File: config.mk
export PLATFORM = sky130hd
export DESIGN_NAME = bank_ctrl
export DESIGN_NICKNAME = d
export VERILOG_FILES = /design/src/rtl/bank_ctrl.sv
export SDC_FILE = /design/constraint.sdc
export NUM_CORES = 1
export LEC_CHECK = 0
export CAP_MARGIN = 20
export CORE_ASPECT_RATIO = 0.9
export CORE_MARGIN = 2
export CORE_UTILIZATION = 54
export DETAILED_ROUTE_END_ITERATION = 10
export GPL_TIMING_DRIVEN = 0
export PLACE_DENSITY = 0.85
export SYNTH_ARGS = -nofsm -noshare
export SYNTH_HDL_FRONTEND = slang
export SYNTH_SLANG_ARGS = --single-unit
File: constraint.sdc
create_clock -name clk -period 7.4 [get_ports clk]
set_clock_uncertainty 0.1 [all_clocks]
set_input_delay 1.48 -clock clk [delete_from_list [all_inputs] [get_ports clk]]
set_output_delay 1.48 -clock clk [all_outputs]
set_load 0.01 [all_outputs]
File: src/rtl/bank_ctrl.sv
// Per-bank SRAM controller: one request per cycle in, one tagged response per accepted request out.
// Latency 2 cycles fire-to-rsp_valid; req_ready is withheld by credits so the response FIFO never overflows.

// Generic synchronous FIFO with extra-MSB pointers.
// Head visible combinationally; pushes while full are dropped, pops while empty are ignored.
module fifo #(
  parameter int WIDTH = 8,
  parameter int DEPTH = 4
) (
  input  logic                     clk,
  input  logic                     rst,
  input  logic                     push_vld,
  input  logic [WIDTH-1:0]         push_dat,
  output logic                     pop_vld,
  input  logic                     pop_rdy,
  output logic [WIDTH-1:0]         pop_dat,
  output logic [$clog2(DEPTH):0]   count
);
  localparam int AW = $clog2(DEPTH);

  logic [AW:0]      wr_ptr;
  logic [AW:0]      rd_ptr;
  logic [WIDTH-1:0] mem [DEPTH];
  logic             empty;
  logic             full;
  logic             do_push;
  logic             do_pop;

  assign empty   = (wr_ptr == rd_ptr);
  assign full    = (wr_ptr[AW] != rd_ptr[AW]) && (wr_ptr[AW-1:0] == rd_ptr[AW-1:0]);
  assign do_push = push_vld & ~full;
  assign do_pop  = pop_rdy & ~empty;
  assign count   = wr_ptr - rd_ptr;
  assign pop_vld = ~empty;
  assign pop_dat = mem[rd_ptr[AW-1:0]];

  always_ff @(posedge clk) begin
    if (rst) begin
      wr_ptr <= '0;
      rd_ptr <= '0;
    end else begin
      if (do_push) wr_ptr <= wr_ptr + 1'b1;
      if (do_pop)  rd_ptr <= rd_ptr + 1'b1;
    end
  end

  always_ff @(posedge clk) begin
    if (do_push) mem[wr_ptr[AW-1:0]] <= push_dat;
  end
endmodule

// Bank controller: drives a 1-cycle-latency single-port SRAM and queues tagged responses.
// Fire at N gives rsp_valid at N+2 earliest; req_ready drops once queued plus in-flight reach RSP_DEPTH.
module bank_ctrl #(
  parameter int ADDR_W    = 10,
  parameter int DATA_W    = 32,
  parameter int CH_NUM    = 3,
  parameter int WBID_W    = 5,
  parameter int RSP_DEPTH = 4
) (
  input  logic              clk,
  input  logic              rst,
  input  logic              req_valid,
  output logic              req_ready,
  input  logic              req_op,
  input  logic [ADDR_W-1:0] req_addr,
  input  logic [DATA_W-1:0] req_wdata,
  input  logic [CH_NUM-1:0] req_channel_1hot_id,
  input  logic [WBID_W-1:0] req_wbuffer_id,
  output logic              sram_ce,
  output logic              sram_we,
  output logic [ADDR_W-1:0] sram_addr,
  output logic [DATA_W-1:0] sram_wdata,
  input  logic [DATA_W-1:0] sram_rdata,
  output logic              rsp_valid,
  input  logic              rsp_ready,
  output logic              rsp_op,
  output logic [DATA_W-1:0] rsp_rdata,
  output logic [CH_NUM-1:0] rsp_channel_1hot_id,
  output logic [WBID_W-1:0] rsp_wbuffer_id,
  output logic              err_onehot
);
  localparam int CNT_W = $clog2(RSP_DEPTH) + 1;

  typedef struct packed {
    logic              op;
    logic [DATA_W-1:0] rdata;
    logic [CH_NUM-1:0] ch;
    logic [WBID_W-1:0] wbid;
  } rsp_ent_t;

  logic              fire;
  logic [CNT_W-1:0]  fifo_count;
  logic [CNT_W:0]    credits_used;

  logic              inflight_vld;
  logic              inflight_op;
  logic [CH_NUM-1:0] inflight_ch;
  logic [WBID_W-1:0] inflight_wbid;

  rsp_ent_t          push_ent;
  rsp_ent_t          head_ent;
  rsp_ent_t          out_ent;
  logic              head_vld;

  // Credits count only registered state: a pop this cycle frees its slot next cycle.
  assign credits_used = {1'b0, fifo_count} + {{CNT_W{1'b0}}, inflight_vld};
  assign req_ready    = ~rst & (credits_used < (CNT_W+1)'(RSP_DEPTH));
  assign fire         = req_valid & req_ready;

  always_comb begin
    sram_ce    = 1'b0;
    sram_we    = 1'b0;
    sram_addr  = '0;
    sram_wdata = '0;
    if (fire) begin
      sram_ce    = 1'b1;
      sram_we    = req_op;
      sram_addr  = req_addr;
      sram_wdata = req_wdata;
    end
  end

  always_ff @(posedge clk) begin
    if (rst) begin
      inflight_vld  <= 1'b0;
      inflight_op   <= 1'b0;
      inflight_ch   <= '0;
      inflight_wbid <= '0;
    end else begin
      inflight_vld <= fire;
      if (fire) begin
        inflight_op   <= req_op;
        inflight_ch   <= req_channel_1hot_id;
        inflight_wbid <= req_wbuffer_id;
      end
    end
  end

  always_ff @(posedge clk) begin
    if (rst) begin
      err_onehot <= 1'b0;
    end else if (fire && ($countones(req_channel_1hot_id) != 1)) begin
      err_onehot <= 1'b1;
    end
  end

  // SRAM read data lands the cycle after fire, alongside the in-flight tag.
  always_comb begin
    push_ent.op    = inflight_op;
    push_ent.rdata = inflight_op ? '0 : sram_rdata;
    push_ent.ch    = inflight_ch;
    push_ent.wbid  = inflight_wbid;
  end

  fifo #(
    .WIDTH ($bits(rsp_ent_t)),
    .DEPTH (RSP_DEPTH)
  ) u_rsp_fifo (
    .clk      (clk),
    .rst      (rst),
    .push_vld (inflight_vld),
    .push_dat (push_ent),
    .pop_vld  (head_vld),
    .pop_rdy  (rsp_ready),
    .pop_dat  (head_ent),
    .count    (fifo_count)
  );

  // Zero the outputs while empty so a flushed or stale entry never shows.
  assign rsp_valid           = head_vld;
  assign out_ent             = head_vld ? head_ent : '0;
  assign rsp_op              = out_ent.op;
  assign rsp_rdata           = out_ent.rdata;
  assign rsp_channel_1hot_id = out_ent.ch;
  assign rsp_wbuffer_id      = out_ent.wbid;
endmodule
==> results.sh <==
export IMPL_worst_pin_slew_ns=0.740
export IMPL_outcome="finished, final reports clean"
export IMPL_hold_buffers=0
export IMPL_gp_congestion=0.847
export IMPL_cts_root_buffer="clkbuf_16"
export IMPL_yosysSeqAreaShare=0.701
export IMPL_crit_arrival_ns=3.78
export IMPL_ff2ff_setup_slack_ns=4.59
export IMPL_cts_setup_buffers=0
export IMPL_drtPass1Iterations=4
export IMPL_r2r_end="inflight_wbid[3]"
export IMPL_finalCritPeriodShare=0.724
export IMPL_chipWidth_um=129
export IMPL_grt_overflow=0
export IMPL_io_pin_count=175
export IMPL_path_class="in -> out"
export IMPL_fp_row_count=41
export IMPL_ys_types=28
export IMPL_placed_area_mm2=0.00961
export IMPL_cellPowerDensity_mw_per_mm2=281
export IMPL_slew_headroom=0.507
export IMPL_r2r_start="u_rsp_fifo.wr_ptr[0]"
export IMPL_grt_setup_unrepaired="no"
export IMPL_hold_class="reg -> reg"
export IMPL_cts_sinks=183
export IMPL_first_iter_violations=286
export IMPL_fin_crit_ns=5.36
export IMPL_vdd_drop_max_uv=200
export IMPL_portBuffers=174
export IMPL_grt_pass1_vias=4716
export IMPL_netlist_area_mm2=0.00757
export IMPL_grt_max_degree=30
export IMPL_dpl_hpwl_um=11100
export IMPL_power_mw=2.86
export IMPL_syn_nets=526
export IMPL_start_util=0.547
export IMPL_vias=4367
export IMPL_drive_above_1_share=0.138
export IMPL_startpoint_type="input pin"
export IMPL_setup_viol=0
export IMPL_hold_path_depth=2
export IMPL_worstHoldEndpoint="err_onehot"
export IMPL_tritoncts="done"
export IMPL_final_hold_violation_count=0
export IMPL_final_cells=812
export IMPL_p_leak_nw=3.39
export IMPL_hold_slack_ns=0.410
export IMPL_cap_violations=0
export IMPL_area_growth_pct=34.5
export IMPL_synth_avg_cell_area_um2=17.6
export IMPL_nets=723
export IMPL_cts_resized=0
export IMPL_dieArea_mm2=0.0150
export IMPL_hp_start="err_onehot"
export IMPL_fin_area_mm2=0.0102
export IMPL_finalSetupTns_ns=0
export IMPL_avgViaCountPerCell=5.38
export IMPL_ant_nets=0
export IMPL_grt_pass1_wl_um=24800
export IMPL_multi_input_area_mm2=0.00214
export IMPL_slew_violations=0
export IMPL_clk_pin_slew_ns=0.07
export IMPL_fmaxAchievable_mhz=187
export IMPL_drc=0
export IMPL_drt_total_wl_um=16200
export IMPL_synth_seq_cells=183
export IMPL_antenna_found_initial=0
export IMPL_numCtsBuffers=17
export IMPL_ff2ff_path_depth=8
export IMPL_grtUsageTotal=0.228
export IMPL_wl_per_cell_um=19.9
export IMPL_seqCellArea_mm2=0.00531
export IMPL_fillers=872
export IMPL_clock_insertion_delay_worst_skew_ns=0.43
export IMPL_fp_coreArea_mm2=0.0139
export IMPL_dieHeight_um=116
export IMPL_antennaDiodeCount=0
export IMPL_yosys_warnings=0
export IMPL_synthesis_instances=430
export IMPL_cts_htree_levels=4
export IMPL_cp_end_kind="output port"
export IMPL_dp_cells=780
export IMPL_crit_fanout=10
export IMPL_clockBufferDepth=2
export IMPL_required_ns=5.82
area by class of cell:
class	count	area share
inverters	6	0.00221
clock buffers	17	0.0418
multi-input cells	217	0.210
clock inverters	15	0.0144
plain buffers	24	0.0104
well taps	172	0.0211
repair buffers	178	0.179
flip-flops and latches	183	0.521
synth_stat cells, drive strengths merged:
| cell | number | area share |
|---|---|---|
| edfxtp | 164 | 0.65 |
| nor2b | 73 | 0.060 |
| and2 | 47 | 0.039 |
| mux4 | 41 | 0.12 |
| dfxtp | 19 | 0.050 |
| nor2 | 19 | 0.0094 |
| clkbuf | 13 | 0.0064 |
| buf | 11 | 0.0076 |
| mux2i | 11 | 0.015 |
| ha | 7 | 0.012 |
| inv | 6 | 0.0030 |
| xor2 | 3 | 0.0035 |
| a2111oi | 2 | 0.0048 |
| fa | 2 | 0.0053 |
| nand2b | 2 | 0.0017 |
| o21ai | 2 | 0.0013 |
| a211oi | 1 | 0.00099 |
| a21oi | 1 | 0.00066 |
| a31oi | 1 | 0.00083 |
| nand2 | 1 | 0.00050 |
| nand3 | 1 | 0.00066 |
| o211ai | 1 | 0.00099 |
| xnor2 | 1 | 0.0012 |
| xor3 | 1 | 0.0031 |
power breakdown:
| part | internal [mW] | switching [mW] |
|---|---|---|
| combinational | 0.431 | 0.358 |
| sequential | 1.19 | 0.0224 |
| clock | 0.470 | 0.387 |
per-stage QoR:
stage,utilization,setup WS (ns)
2_1_floorplan,-,3.31
3_3_place_gp,0.688,2.06
3_5_place_dp,0.694,2.03
4_1_cts,0.735,2.01
5_1_grt,0.735,1.90
6_report,0.735,2.04
sequential cells by signal, indices dropped and copies added, names as in the netlist, named ones only:
name	flops
u_rsp_fifo.mem	164
inflight_vld	1
u_rsp_fifo.wr_ptr	3
inflight_ch	3
inflight_wbid	5
u_rsp_fifo.rd_ptr	3
inflight_op	1
err_onehot	1
cells in the final DEF, fill, tap and decap left out:
cell and n:
a2111oi_0 1, a2111oi_4 1, a211oi_1 1, a21oi_1 1, a31oi_1 1, and2_1 43
and2_2 4, buf_1 5, buf_12 4, buf_2 4, buf_4 1, buf_6 1
bufinv_16 1, clkbuf_1 13, clkbuf_16 17, clkdlybuf4s50_1 174, clkinv_2 1, clkinv_4 5
clkinvlp_4 4, dfxtp_1 19, edfxtp_1 164, fa_1 2, ha_1 7, inv_1 6
inv_6 3, inv_8 1, mux2i_1 11, mux4_2 41, nand2_1 1, nand2b_1 2
nand3_1 1, nor2_1 19, nor2b_1 73, o211ai_1 1, o21ai_0 2, xnor2_1 1
xor2_1 3, xor3_1 1
critical path, cell delays in order:
cell	delay, ns
clkdlybuf4s50_1	0.45
inv_1	0.06
a2111oi_4	0.66
clkbuf_1	0.30
and2_1	0.24
clkdlybuf4s50_1	0.57
metal layers:
metal  share of wire  track usage
met5               0            0
met2            0.51        0.396
met1            0.39        0.268
met4           0.029        0.106
met3           0.071       0.0623
kinds of logic (layout without fill, tap and decap cells):
group	count (synthesis)	after routing	synth area share
AOI/OAI and AO/OA	8	8	0.00959
xor gates and xnor gates	5	5	0.00777
adders and majority gates	9	9	0.0169
buffers and inverters	30	240	0.0170
DFF	183	183	0.701
muxes	52	52	0.137
and+or+nand+nor	143	143	0.111
worst max path at each step:
stage	endpoint	start	slack [ns]	cells after the start
finish	sram_wdata[5]	req_valid	2.04	6
global route	sram_wdata[9]	req_valid	1.90	6
CTS	sram_wdata[19]	req_valid	2.01	6
global placement	sram_wdata[9]	req_valid	2.06	6
detailed placement	sram_wdata[19]	req_valid	2.03	6
floorplan	sram_addr[0]	req_valid	3.31	4
(Power assumes the default switching activity.)
==> edit: new RTL, config.mk and constraints unchanged <==
`ADDR_W`: 10 -> 11.
--- a/src/rtl/bank_ctrl.sv
+++ b/src/rtl/bank_ctrl.sv
@@ -52,7 +52,7 @@
 // Bank controller: drives a 1-cycle-latency single-port SRAM and queues tagged responses.
 // Fire at N gives rsp_valid at N+2 earliest; req_ready drops once queued plus in-flight reach RSP_DEPTH.
 module bank_ctrl #(
-  parameter int ADDR_W    = 10,
+  parameter int ADDR_W    = 11,
   parameter int DATA_W    = 32,
   parameter int CH_NUM    = 3,
   parameter int WBID_W    = 5,
Ports: changed (resized req_addr and sram_addr); port bits go from 175 to 177. No check against the original RTL was run, so the function may have changed too.
==> edit against the unedited design <==
- routed wire length grew 0.15%
- design area increased by 0.37%
- die area is essentially flat
- power rose by 1.1%
- fmax fell by 1.9%
- clock power grew 3.6%
- first-iteration DRC count rose by 2.1%
- sequential cell count did not move
- worst setup slack got worse by 0.10 ns
- synthesized area hardly changed
==> edit: results (changes against the unedited design) <==
metric;value;unit;change
grt_first_pass_wirelength;24.6;mm;was 24.8 mm
ctsHoldBuffers;0;;unchanged
synth_cell_types;28;;unchanged
largest_reg_flops;164;;unchanged
antenna_found_initial;0;;unchanged
dp_hpwl;10.8;mm;was 11.1 mm
globalplace.congestion;0.812;;was 0.847
crit_path_top_delay_cell;a2111oi_4;;unchanged
clock_path_buffers;2;;unchanged
cts_buffers;17;;unchanged
r2r-end;inflight_wbid[2]$_SDFFE_PP0P_;;was inflight_wbid[3]$_SDFFE_PP0P_
syn-num-nets;528;;was 526
postPlaceCellArea;0.00964;mm^2;was 0.00961 mm^2
portBuffers;176;;was 174
synth-edff-count;164;;unchanged
clkTransAtPathRegs;0.06;ns;
crit_fanout;10;;unchanged
tightest_slew;0.890;ns;was 0.740 ns
vdd_drop_max;0.175;mV;was 0.200 mV
grt_use_total;22.7;%;was 22.8%
cts_root_buf;clkbuf_16;;unchanged
arrival;3.88;ns;was 3.78 ns
diodes;0;;unchanged
p_leak;3.40;nW;was 3.39 nW
hp-start;inflight_wbid[4]$_SDFFE_PP0P_;;was err_onehot$_SDFFE_PP0P_
run_status;complete, no violations;;unchanged
ys.warnings.count;0;;unchanged
fill_cells;860;;was 872
num_vias;4421;;was 4,367
top_layer;met4;;unchanged
wl_met3;1.14;mm;about the same
grt_pass1_vias;4646;;was 4,716
drtPass1Iterations;6;;was 4
r2r-start;u_rsp_fifo.wr_ptr[0]$_SDFFE_PP0P_;;unchanged
drtIter0Drc;292;;was 286
hold_end;u_rsp_fifo.mem[3][4]$_DFFE_PP_;;was err_onehot$_SDFFE_PP0P_
whs_path_depth;0;;was 2
synth_common_cells;edfxtp_1 (164), nor2b_1 (73), and2_1 (48);;was edfxtp_1 (164), nor2b_1 (73), and2_1 (47)
post_cts_resized;0;;unchanged
p_switching;0.752;mW;was 0.768 mW
drive_above_1_share;13.4;%;was 13.8%
finalNetCount;727;;was 723
post_cts_buffers;0;;unchanged
max_stage_delay;0.78;ns;was 0.66 ns
hp-class;reg2reg;;unchanged
wl_met1;6.20;mm;was 6.31 mm
wl_met2;8.40;mm;was 8.27 mm
seq_area_frac_synth;70.0;%;was 70.1%
wire_per_inst;19.9;um;about the same
r2r_slack;4.45;ns;was 4.59 ns
reg2reg_depth;8;;unchanged
h-tree-depth;4;;unchanged
synthTopCellsByArea;edfxtp_1 (65%), mux4_2 (12%), nor2b_1 (6.0%);;unchanged
grt_max_degree;24;;was 30
==> edit: changes by cell type after synthesis <==
cell    delta
and2_1     +1
==> edit: metal layers <==
metal / GRT usage (%) / vias up
li1: - / 2004
met1: 26.4 / 2192
met2: 39.5 / 203
met3: 6.87 / 22
met4: 9.93 / 0
met5: 0 / -
==> edit: kinds of logic (layout without fill, tap and decap cells) <==
| family | after synthesis | after routing | share of synthesized area [%] |
|---|---|---|---|
| AND/OR/NAND/NOR | 144 | 144 | 11.2 |
| buffers and inverters | 30 | 242 | 1.70 |
| AO/OA/AOI/OAI | 8 | 8 | 0.958 |
| XOR/XNOR | 5 | 5 | 0.776 |
| adder cells (fa/ha/maj) | 9 | 9 | 1.68 |
| multiplexers | 52 | 52 | 13.6 |
| flip-flops | 183 | 183 | 70.0 |
==> edit: worst max-delay path, delay by kind of cell <==
family                 cells  cell delay, ns
buffers and inverters      4            1.44
AOI/OAI and AO/OA          1            0.78
and+or+nand+nor            1            0.17
==> edit: how the worst max path moves through the flow <==
stage / from / end / slack (ns) / depth (start not counted)
4_1_cts: req_valid / sram_wdata[26] / 1.93 / 6
5_1_grt: req_valid / sram_wdata[26] / 1.78 / 6
2_1_floorplan: req_valid / sram_addr[0] / 3.26 / 4
6_report: req_valid / sram_wdata[26] / 1.94 / 6
3_5_place_dp: req_valid / sram_wdata[26] / 1.94 / 6
3_3_place_gp: req_valid / sram_wdata[26] / 1.94 / 6
==> edit: stage by stage <==
step           power [mW]  worst slack (ns)  instances  hold WS [ns]  utilization, %
4_1_cts              2.92              1.93        815         0.411            73.8
3_3_place_gp         2.02              1.94        779         0.371            69.0
2_1_floorplan        1.66              3.26        431         0.359               -
5_1_grt              3.01              1.78        815         0.421            73.8
6_report             2.89              1.94        815         0.409            73.8
3_5_place_dp         2.04              1.94        783         0.394            69.6
==> edit: area by class of cell <==
type,instances,share of cell area (%)
repair buffers,180,18.0
multi-input cells,218,21.0
clock inverters,11,1.20
well taps,172,2.11
clock buffers,21,4.50
plain buffers,24,1.04
flip-flops and latches,183,51.9
inverters,6,0.220
==> edit: power groups by stage <==
stage / clock network [mW] / logic (mW) / registers (mW)
2_1_floorplan: 0 / 0.424 / 1.23
3_3_place_gp: 0 / 0.781 / 1.24
3_5_place_dp: 0 / 0.797 / 1.24
4_1_cts: 0.895 / 0.804 / 1.22
5_1_grt: 0.936 / 0.854 / 1.22
6_report: 0.888 / 0.790 / 1.22
